### src/rtl/imm_ext_pipe.sv
// Immediate-extension unit: widens an IN_W-bit immediate to OUT_W bits (zero, sign,
// upper-load, branch-offset) behind a registered output stage with a one-entry skid.
module imm_ext_pipe #(
    parameter int IN_W  = 16,
    parameter int OUT_W = 32
) (
    input  logic             clk,
    input  logic             rst_n,
    input  logic             in_valid,
    output logic             in_ready,
    input  logic [IN_W-1:0]  in_imm,
    input  logic [1:0]       in_mode,
    output logic             out_valid,
    input  logic             out_ready,
    output logic [OUT_W-1:0] out_data,
    output logic [1:0]       out_mode
);

    localparam int E = OUT_W - IN_W;

    generate
        if ((IN_W < 2) || (IN_W > OUT_W - 2)) begin : g_bad_width
            $error("imm_ext_pipe: IN_W must lie in 2..OUT_W-2");
        end
    endgenerate

    localparam logic [1:0] MODE_ZERO  = 2'b00;
    localparam logic [1:0] MODE_SIGN  = 2'b01;
    localparam logic [1:0] MODE_UPPER = 2'b10;

    function automatic logic [OUT_W-1:0] ext(input logic [IN_W-1:0] imm,
                                             input logic [1:0]      mode);
        logic [OUT_W-1:0] sext;
        sext = {{E{imm[IN_W-1]}}, imm};
        case (mode)
            MODE_ZERO:  ext = {{E{1'b0}}, imm};
            MODE_SIGN:  ext = sext;
            MODE_UPPER: ext = {imm, {E{1'b0}}};
            default:    ext = {sext[OUT_W-3:0], 2'b00};
        endcase
    endfunction

    // Handshake: a beat moves on a side only in a cycle where both valid and ready are
    // high at the rising edge; valid never waits for ready, and a presented output
    // (out_data/out_mode) holds until consumed. in_ready comes straight from the skid
    // flag so there is no combinational path from out_ready to in_ready.
    logic             m_valid;
    logic [OUT_W-1:0] m_data;
    logic [1:0]       m_mode;
    logic             s_valid;
    logic [OUT_W-1:0] s_data;
    logic [1:0]       s_mode;

    logic             acc;
    logic             cons;
    logic [OUT_W-1:0] in_ext;

    assign in_ready  = ~s_valid;
    assign out_valid = m_valid;
    assign out_data  = m_data;
    assign out_mode  = m_mode;

    assign acc    = in_valid & in_ready;
    assign cons   = m_valid & out_ready;
    assign in_ext = ext(in_imm, in_mode);

    always_ff @(posedge clk or negedge rst_n) begin
        if (!rst_n) begin
            m_valid <= 1'b0;
            m_data  <= '0;
            m_mode  <= 2'b00;
            s_valid <= 1'b0;
            s_data  <= '0;
            s_mode  <= 2'b00;
        end else if (!m_valid) begin
            // Skid is never occupied while the main stage is empty.
            if (acc) begin
                m_valid <= 1'b1;
                m_data  <= in_ext;
                m_mode  <= in_mode;
            end
        end else if (cons) begin
            if (s_valid) begin
                m_data  <= s_data;
                m_mode  <= s_mode;
                s_valid <= 1'b0;
            end else if (acc) begin
                m_data  <= in_ext;
                m_mode  <= in_mode;
            end else begin
                m_valid <= 1'b0;
            end
        end else if (acc) begin
            s_valid <= 1'b1;
            s_data  <= in_ext;
            s_mode  <= in_mode;
        end
    end

endmodule
### config.mk
export PLATFORM = sky130hd
export DESIGN_NAME = imm_ext_pipe
export DESIGN_NICKNAME = d
export VERILOG_FILES = /design/src/rtl/imm_ext_pipe.sv
export SDC_FILE = /design/constraint.sdc
export NUM_CORES = 1
export LEC_CHECK = 0
export BUFFER_PORTS_ARGS = -buffer_cell sky130_fd_sc_hd__clkbuf_2
export CORE_UTILIZATION = 45
export CTS_BUF_LIST = sky130_fd_sc_hd__clkbuf_8
export DETAILED_ROUTE_END_ITERATION = 10
export GPL_TIMING_DRIVEN = 0
export PLACE_DENSITY = 0.66
export SYNTH_ARGS = -nofsm -noshare
export SYNTH_HDL_FRONTEND = slang
export SYNTH_SLANG_ARGS = --single-unit
### constraint.sdc
create_clock -name clk -period 2.65 [get_ports clk]
set_input_delay 0.265 -clock clk [delete_from_list [all_inputs] [get_ports clk]]
set_output_delay 0.265 -clock clk [all_outputs]
set_load 0.005 [all_outputs]
======== Word level (Yosys, flattened, before mapping) ========
Index checks and enable logic that the tools add are counted.
Widths: inputs -> output; s select.
word-level totals
  register bits ........................... 70
  latch bits .............................. 0
  bits in writable memories ............... 0
  ROM bits ................................ 0
  input port bits ......................... 22
  logic and storage cells ................. 32
  memories kept ........................... 0
operators by class
  add/sub/neg operators ................... 0
  $mul .................................... 0
  div/mod/pow operators ................... 0
  magnitude comparators ................... 0
  equality and inequality tests ........... 3
  shift-type cells ........................ 0
  multiplexer cells ....................... 15
  bitwise gates (word level) .............. 4
  reduce and logical (&&, ||, !) cells .... 4
operator list
  operator            count
  $mux 32             4
  $pmux 32 s3         1
  $mux 2              4
  $mux 1              6
  $reduce_and 3->1    1
  $and 1x1->1         2
  $eq 2x1->1 const B  1
  $eq 2x2->1 const B  1
  $logic_not 2->1     1
  $ne 2x1->1 const B  1
  $not 1->1           2
  $reduce_and 2->1    1
  $reduce_bool 2->1   1

======== Longest topological paths before layout ========
Gate-level depths: netlist of run 1.
  depth after elaboration ................. 6
  mapped depth ............................ 5
  mapped depth without buffers ............ 3

======== Worst setup path after synthesis of run 1 ========
No wires, ideal clock.
  path type ............................... register to register
  start point ............................. reg s_valid
  end point ............................... reg m_data[12], in the netlist out_data[12]
  arrival ................................. 1.292 ns
  setup slack ............................. 1.264 ns
  stages on the path, launching flop included .. 6
  buffers on the path ..................... 2
  path through ............................ dfrtp_1 > nand2b_1 > buf_6 > a21o_4 > buf_6 > a221oi_2
on the way
  longest elaborated chain between the ends .. 6
ends and longest elaborated chain
  element                 RTL line  source
  start, declared         50        logic s_valid;
  start signal, assigned  72        s_valid <= 1'b0;
  start signal, assigned  86        s_valid <= 1'b0;
  start signal, assigned  94        s_valid <= 1'b1;
  $not 1->1               58        assign in_ready = ~s_valid;
  $and 1x1->1             63        assign acc = in_valid & in_ready;
  $mux 32                 -
  $mux 32                 83        if (s_valid) begin
  $mux 32                 82        end else if (cons) begin
  $mux 32 (*)             75        end else if (!m_valid) begin
  end signal, assigned    79        m_data <= in_ext;
  end signal, assigned    84        m_data <= s_data;
  end signal, assigned    88        m_data <= in_ext;
  end, declared           48        logic [OUT_W-1:0] m_data;
Every way passes the cells marked *; elsewhere a longest branch is shown, timed or not. The select of a mux whose other input is x is not followed.
A chain may end at the register's enable or synchronous reset.

======== Final worst setup path of run 1 ========
  start point ............................. reg s_valid
  end point ............................... reg m_data[24], in the netlist out_data[24]
The elaborated chain is that of the path after synthesis.

==> insert_results.sql, run 1 <==
INSERT INTO impl_metrics (metric_group, metric, value, unit) VALUES
('floorplan', 'ios', '58', ''),
('critical_path', 'worst-endpoint-required', '2.86', 'ns'),
('timing', 'hold_viol', '0', ''),
('status', 'outcome', 'finished, final reports clean', ''),
('routing', 'route.detailed.drc', '0', ''),
('floorplan', 'die_x', '88.0', 'um'),
('cells_and_area', 'post_route_cells_drive_above_1_share', '24.9', '%'),
('critical_path', 'setup.worst_path.end_class', 'flip-flop', ''),
('cells_and_area', 'post_layout_nonfiller_instances', '501', ''),
('clock_tree', 'cts-htree-levels', '3', ''),
('floorplan', 'initial_core_util', '47.7', '%'),
('power', 'power.density', '1180', 'nW/um2'),
('logic_synthesis', 'netlist-cell-type-count', '31', ''),
('critical_path', 'start_kind', 'flip-flop', ''),
('place', 'gp_congestion', '0.815', ''),
('logic_synthesis', 'avgSynthCellArea', '10.1', 'um2'),
('timing', 'finalMaxSlewViolations', '0', ''),
('routing', 'antenna_violating_nets_post_route', '0', ''),
('power', 'ir_drop_worst_case_vdd', '0.509', 'mV'),
('critical_path', 'crit_arrival', '1.80', 'ns'),
('floorplan', 'dieArea', '7740', 'um2'),
('clock_tree', 'cts.sinks', '70', ''),
('global_routing', 'largest_net_degree_at_the_start_of_global_routing', '42', ''),
('timing', 'tightest_slew', '0.531', 'ns'),
('cells_and_area', 'post-route-cell-area', '4000', 'um2'),
('routing', 'pre_antenna_drt_iters', '5', ''),
('cells_and_area', 'most-common-layout-cells', '70 x dfrtp_1, 58 x nand2_1, 57 x clkbuf_2', ''),
('clock_tree', 'ctsLongestPathBuffers', '2', ''),
('global_routing', 'grt_pass1_vias', '2686', ''),
('timing', 'rsz0062_at_grt', 'no', ''),
('routing', 'wl_per_cell', '16.7', 'um'),
('worst_hold_path', 'hp-class', 'input port to flip-flop', ''),
('logic_synthesis', 'postSynthCellCount', '330', ''),
('clock_tree', 'cts_root_buffer', 'clkbuf_8', ''),
('clock_tree', 'path_clk_slew', '0.07', 'ns'),
('timing', 'fin_tns_setup', '0', 'ns'),
('place', 'detailed_place.area', '3750', 'um2'),
('critical_path', 'reg2reg_from', 's_valid', ''),
('critical_path', 'startpoint', 's_valid', ''),
('clock_tree', 'clock_insertion_delay_at_the_later_pin_of_the_skew_report', '0.35', 'ns'),
('clock_tree', 'cts-buffers-inserted', '9', ''),
('power', 'report.power.total', '4.70', 'mW'),
('routing', 'iteration_0_drc_markers', '164', ''),
('timing', 'final_min_period_over_clock_period', '59.9', '%'),
('clock_tree', 'cts_setup_buffers', '0', ''),
('power', 'leakage', '1.98', 'nW'),
('cells_and_area', 'final_net_count', '422', ''),
('global_routing', 'antenna_found_initial', '0', ''),
('global_routing', 'track_usage', '23.9', '%'),
('floorplan', 'floorplan.die.height', '88.0', 'um'),
('global_routing', 'global_route.overflow_total', '0', ''),
('flow_run', 'cap_violations', '0', ''),
('timing', 'max_freq', '0.630', 'GHz'),
('cells_and_area', 'final_common_cell', 'dfrtp_1', ''),
('place', 'dp.cells', '484', ''),
('timing', 'setup-violations-final', '0', ''),
('routing', 'detail_route.wirelength', '8.37', 'mm'),
('worst_hold_path', 'startpoint_of_the_tightest_hold_check_path', 'out_ready', ''),
('logic_synthesis', 'ys_seq_area_share', '52.7', '%'),
('routing', 'vias', '2765', ''),
('global_routing', 'first_pass_grt_wire_length', '13.6', 'mm'),
('cells_and_area', 'area_of_the_multi_input_gates', '1380', 'um2'),
('routing', 'routed_via_density', '5.52', ''),
('timing', 'maxSlewHeadroom', '64.6', '%'),
('timing', 'final.setup_skew', '0.0105', 'ns'),
('clock_tree', 'post_cts_resize_count', '0', ''),
('critical_path', 'timing.critical_path.fanout_max', '10', ''),
('cells_and_area', 'layout.core_utilization', '57.2', '%'),
('place', 'place.port_buffers', '57', ''),
('cells_and_area', 'num-fill-cells', '632', ''),
('timing', 'period_needed', '1.59', 'ns'),
('cells_and_area', 'number_of_antenna_cells_inserted', '0', ''),
('logic_synthesis', 'mappedNetlistNets', '352', ''),
('clock_tree', 'clock_tree_from_tritoncts', 'yes', ''),
('critical_path', 'setup.worst_path.class', 'flip-flop to flip-flop', ''),
('logic_synthesis', 'postSynthRegisterBits', '70', ''),
('cells_and_area', 'sequential_cell_area', '1750', 'um2'),
('logic_synthesis', 'synth_warnings', '0', ''),
('floorplan', 'core.rowCount', '30', ''),
('floorplan', 'core_area', '6980', 'um2'),
('place', 'place.detailed.hpwl', '5.99', 'mm'),
('logic_synthesis', 'post_synth_instance_area', '3330', 'um2'),
('cells_and_area', 'flow.area_growth_from_synthesis', '20.1', '%');
what timing repair did:
| action | CTS | global route |
|---|---|---|
| hold buffers | 1 | 0 |
| endpoints found under the setup margin | 0 | 0 |
| hold endpoints to repair | 29 | 0 |
flip-flops by register name, summed over array words and instances (netlist names):
register / cells
out_data: 32
out_mode: 2
out_valid: 1
s_data: 32
s_mode: 2
s_valid: 1
logic make-up (layout without fill, tap and decap cells):
kind of cell	after synthesis	in the layout	synth area share, %
muxes	2	2	0.639
buffers and inverters	43	118	5.98
and+or+nand+nor	114	114	17.3
AOI/OAI and AO/OA	101	101	23.4
DFF	70	70	52.7
worst paths after layout:
path | to | slack [ns] | cells past startpoint
hold / removal | s_valid | 0.17 | 2
hold reg to reg | s_data[30] | 0.47 | 2
max in group asynchronous | s_data[27] | 1.67 | 3
setup reg to reg | out_data[24] | 1.06 | 5
min in group asynchronous | s_valid | 0.42 | 2
setup / recovery | out_data[24] | 1.06 | 5
critical path, stage by stage, from the launching register on:
cell and delay, ns:
dfrtp_1 0.45, nand2b_1 0.18, buf_6 0.13, buf_2 0.19
o32ai_1 0.37, a2bb2oi_1 0.12
per-stage QoR:
step / setup slack, ns / hold WS (ns)
3_3_place_gp: 0.737 / 0.450
6_report: 1.06 / 0.168
2_1_floorplan: 1.26 / -0.0306
5_1_grt: 0.964 / 0.177
4_1_cts: 1.05 / 0.164
3_5_place_dp: 0.931 / 0.259
report_power, final:
part	switching (mW)	leakage (nW)	internal, mW
clock	0.396	0.127	0.614
combinational	0.912	1.00	0.861
sequential	0.305	0.852	1.61
total	1.61	1.98	3.08
cell type report:
class | instances | area share, %
sequential | 70 | 43.8
multi-input combinational | 217 | 34.5
timing repair buffer | 59 | 7.95
buffer | 27 | 3.48
clock buffer | 9 | 3.10
tap | 96 | 3.01
clock inverter | 7 | 2.66
inverter | 16 | 1.50
Yosys cell counts, drive strengths merged:
cell,number,area (um2)
a21o,1,15.0
a21oi,17,96.4
a221oi,15,194
a2bb2oi,19,166
and2,2,12.5
and2b,1,8.76
and3b,14,123
and4bb,1,12.5
buf,12,81.3
clkbuf,15,57.6
dfrtp,70,1750
inv,16,60.1
mux2,1,11.3
mux2i,1,10.0
nand2,59,224
nand2b,2,12.5
nand3,2,10.0
nand4bb,1,11.3
nor2,16,62.6
nor2b,16,100
o21a,1,7.51
o21ai,29,145
o22ai,5,31.3
o32ai,14,123
routing by layer:
metal	global-route usage, %	share of wire (%)
met1	33.3	46
met2	36.4	47
met3	4.43	5.6
met4	10.6	1.2
met5	0	0
(Power assumes the default switching activity.)
==> run 2: changes to the inputs <==
--- a/config.mk
+++ b/config.mk
@@ -10,7 +10,7 @@
 export CTS_BUF_LIST = sky130_fd_sc_hd__clkbuf_8
 export DETAILED_ROUTE_END_ITERATION = 10
 export GPL_TIMING_DRIVEN = 0
-export PLACE_DENSITY = 0.66
+export PLACE_DENSITY = 0.69
 export SYNTH_ARGS = -nofsm -noshare
 export SYNTH_HDL_FRONTEND = slang
 export SYNTH_SLANG_ARGS = --single-unit
==> constraint.sdc (replaced) <==
create_clock -name clk -period 1.35 [get_ports clk]
set_input_delay 0.135 -clock clk [delete_from_list [all_inputs] [get_ports clk]]
set_output_delay 0.135 -clock clk [all_outputs]
set_load 0.005 [all_outputs]
==> insert_results.sql, run 2 (synthesis gave the netlist of run 1 again) <==
INSERT INTO impl_metrics (metric_group, metric, value, unit) VALUES
('status', 'outcome', 'complete, but fails checks', ''),
('status', 'failed_checks', 'negative setup slack', ''),
('cells_and_area', 'final_net_count', '440', ''),
('routing', 'route.top_layer_used', 'met4', ''),
('cells_and_area', 'flow.area_growth_from_synthesis', '38.1', '%'),
('timing', 'finalMaxSlewViolations', '0', ''),
('timing', 'period_needed', '1.44', 'ns'),
('routing', 'route.layer.met1.wl', '4.14', 'mm'),
('place', 'post-place-ws', '-0.223', 'ns'),
('clock_tree', 'path_clk_slew', '0.08', 'ns'),
('routing', 'iteration_0_drc_markers', '219', ''),
('cells_and_area', 'post-route-cell-area', '4600', 'um2'),
('power', 'report.power.total', '10.7', 'mW'),
('power', 'leakage', '2.17', 'nW'),
('floorplan', 'initial_core_util', '47.7', '%'),
('timing', 'final_min_period_over_clock_period', '107', '%'),
('place', 'place.detailed.hpwl', '5.92', 'mm'),
('place', 'detailed_place.area', '3770', 'um2'),
('critical_path', 'cp_slowest_cell', 'dfrtp_2', ''),
('clock_tree', 'cts-htree-levels', '3', ''),
('routing', 'antenna_violating_nets_post_route', '0', ''),
('timing', 'rsz0062_at_grt', 'yes', ''),
('place', 'gp_congestion', '0.869', ''),
('routing', 'wl_per_cell', '18.2', 'um'),
('place', 'place.port_buffers', '57', ''),
('cells_and_area', 'number_of_antenna_cells_inserted', '0', ''),
('critical_path', 'critical_path.cell_chain', 'and2b_2, a21o_4, buf_12, a221oi_2', ''),
('critical_path', 'timing.critical_path.fanout_max', '7', ''),
('timing', 'final.setup_skew', '0.0121', 'ns'),
('floorplan', 'dieArea', '7740', 'um2'),
('clock_tree', 'clock_insertion_delay_at_the_later_pin_of_the_skew_report', '0.36', 'ns'),
('clock_tree', 'cts.sinks', '70', ''),
('cells_and_area', 'most-common-layout-cells', '68 x dfrtp_1, 60 x clkbuf_2, 58 x nand2_1', ''),
('critical_path', 'setup.worst_path.end_class', 'flip-flop', ''),
('timing', 'maxSlewHeadroom', '55.0', '%'),
('cells_and_area', 'num-fill-cells', '547', ''),
('floorplan', 'core_area', '6980', 'um2'),
('cells_and_area', 'post_route_cells_drive_above_1_share', '40.0', '%'),
('critical_path', 'start_kind', 'flip-flop', ''),
('timing', 'tightest_slew', '0.675', 'ns'),
('critical_path', 'critical_path.top_delay_family', 'compound AO/OA/AOI/OAI gates', ''),
('floorplan', 'die_x', '88.0', 'um'),
('timing', 'setup_slack', '-0.0912', 'ns'),
('critical_path', 'critical_path_depth', '4', ''),
('global_routing', 'first_pass_grt_wire_length', '14.1', 'mm'),
('routing', 'pre_antenna_drt_iters', '4', ''),
('global_routing', 'global_route.overflow_total', '0', ''),
('floorplan', 'core.rowCount', '30', ''),
('routing', 'dr_wl_met2', '4.50', 'mm'),
('critical_path', 'crit_arrival', '1.70', 'ns'),
('floorplan', 'ios', '58', ''),
('clock_tree', 'clock_tree_from_tritoncts', 'yes', ''),
('critical_path', 'critPathBufInv', '1', ''),
('routing', 'dr_wl_met3', '546', 'um'),
('power', 'power.density', '2330', 'nW/um2'),
('routing', 'detail_route.wirelength', '9.45', 'mm'),
('global_routing', 'grt_pass1_vias', '2749', ''),
('power', 'ir_drop_worst_case_vdd', '1.14', 'mV'),
('critical_path', 'critPathMaxStageDelay', '0.45', 'ns'),
('global_routing', 'track_usage', '24.9', '%'),
('global_routing', 'largest_net_degree_at_the_start_of_global_routing', '37', ''),
('routing', 'routed_via_density', '5.70', ''),
('critical_path', 'reg2reg_depth', '4', ''),
('timing', 'max_freq', '0.694', 'GHz'),
('flow_run', 'cap_violations', '0', ''),
('critical_path', 'worst-endpoint-required', '1.61', 'ns'),
('routing', 'vias', '2956', ''),
('clock_tree', 'cts-buffers-inserted', '9', ''),
('worst_hold_path', 'hp-class', 'input port to flip-flop', ''),
('timing', 'setup-violations-final', '34', ''),
('global_routing', 'antenna_found_initial', '0', ''),
('cells_and_area', 'final_common_cell', 'dfrtp_1', ''),
('clock_tree', 'ctsLongestPathBuffers', '2', ''),
('routing', 'route.detailed.drc', '0', ''),
('clock_tree', 'cts_root_buffer', 'clkbuf_8', ''),
('worst_hold_path', 'min_delay_path_depth', '2', ''),
('timing', 'hold_viol', '0', ''),
('floorplan', 'floorplan.die.height', '88.0', 'um'),
('timing', 'fin_tns_setup', '-1.62', 'ns'),
('critical_path', 'setup.worst_path.class', 'flip-flop to flip-flop', '');
run 2: cell count changes in the layout (fill, tap and decap cells not counted), moves of 4 or more:
cell / change
buf_4: +16
clkbuf_8: +4
a221oi_2: +4
o32ai_4: +11
a221oi_1: -5
clkbuf_1: -8
o32ai_1: -14
buf_6: +6
a2bb2oi_2: +17
a2bb2oi_1: -17
run 2: power breakdown:
part           switching [mW]  internal, mW
Combinational            2.37          2.82
Clock                   0.816         0.805
Sequential              0.740          3.17
Total                    3.92          6.79
run 2: worst reg2reg max path: stages (launching register included):
cell and delay [ns]:
dfrtp_2 0.45, and2b_2 0.26, a21o_4 0.24, buf_12 0.15, a221oi_2 0.24
run 2: through the flow:
stage          std cells  hold slack, ns  utilization, %
4_1_cts              508         0.00600            60.7
6_report             519         0.00677            65.8
3_5_place_dp         484           0.155            54.0
3_3_place_gp         483           0.381            53.6
2_1_floorplan        330          -0.161               -
5_1_grt              519          0.0340            65.8
run 2: cell type report:
type,instances,area (um2),area share (%)
buffer,25,184,4.00
clock buffer,12,165,3.59
clock inverter,4,22.5,0.490
inverter,16,60.1,1.31
multi-input combinational,217,1790,39.0
sequential,70,1750,38.2
tap,96,120,2.61
timing repair buffer,79,497,10.8
run 2: path summary, 6_finish.rpt:
| path | from | end | slack, ns |
|---|---|---|---|
| worst max register to register | out_valid | out_data[16] | -0.09 |
| worst min register to register | s_mode[1] | s_mode[1] | 0.48 |
| worst min-delay path | out_ready | s_valid | 0.007 |
| max in group asynchronous | rst_n | out_valid | 0.48 |
| min in group asynchronous | rst_n | out_data[19] | 0.30 |
| worst max-delay path | out_valid | out_data[16] | -0.09 |
run 2: timing repair:
action	CTS	global route
hold buffers	1	0
buffers inserted	7	10
endpoints found under the hold margin	34	0
pin swaps	3	9
cloned	1	2
resized for setup	41	47
endpoints found under the setup margin	64	68
run 2: routing by layer:
layer / global-route usage (%) / vias to the layer above
met5: 0 / -
li1: - / 1347
met1: 35.1 / 1473
met4: 12.1 / 0
met3: 4.52 / 25
met2: 37.1 / 111
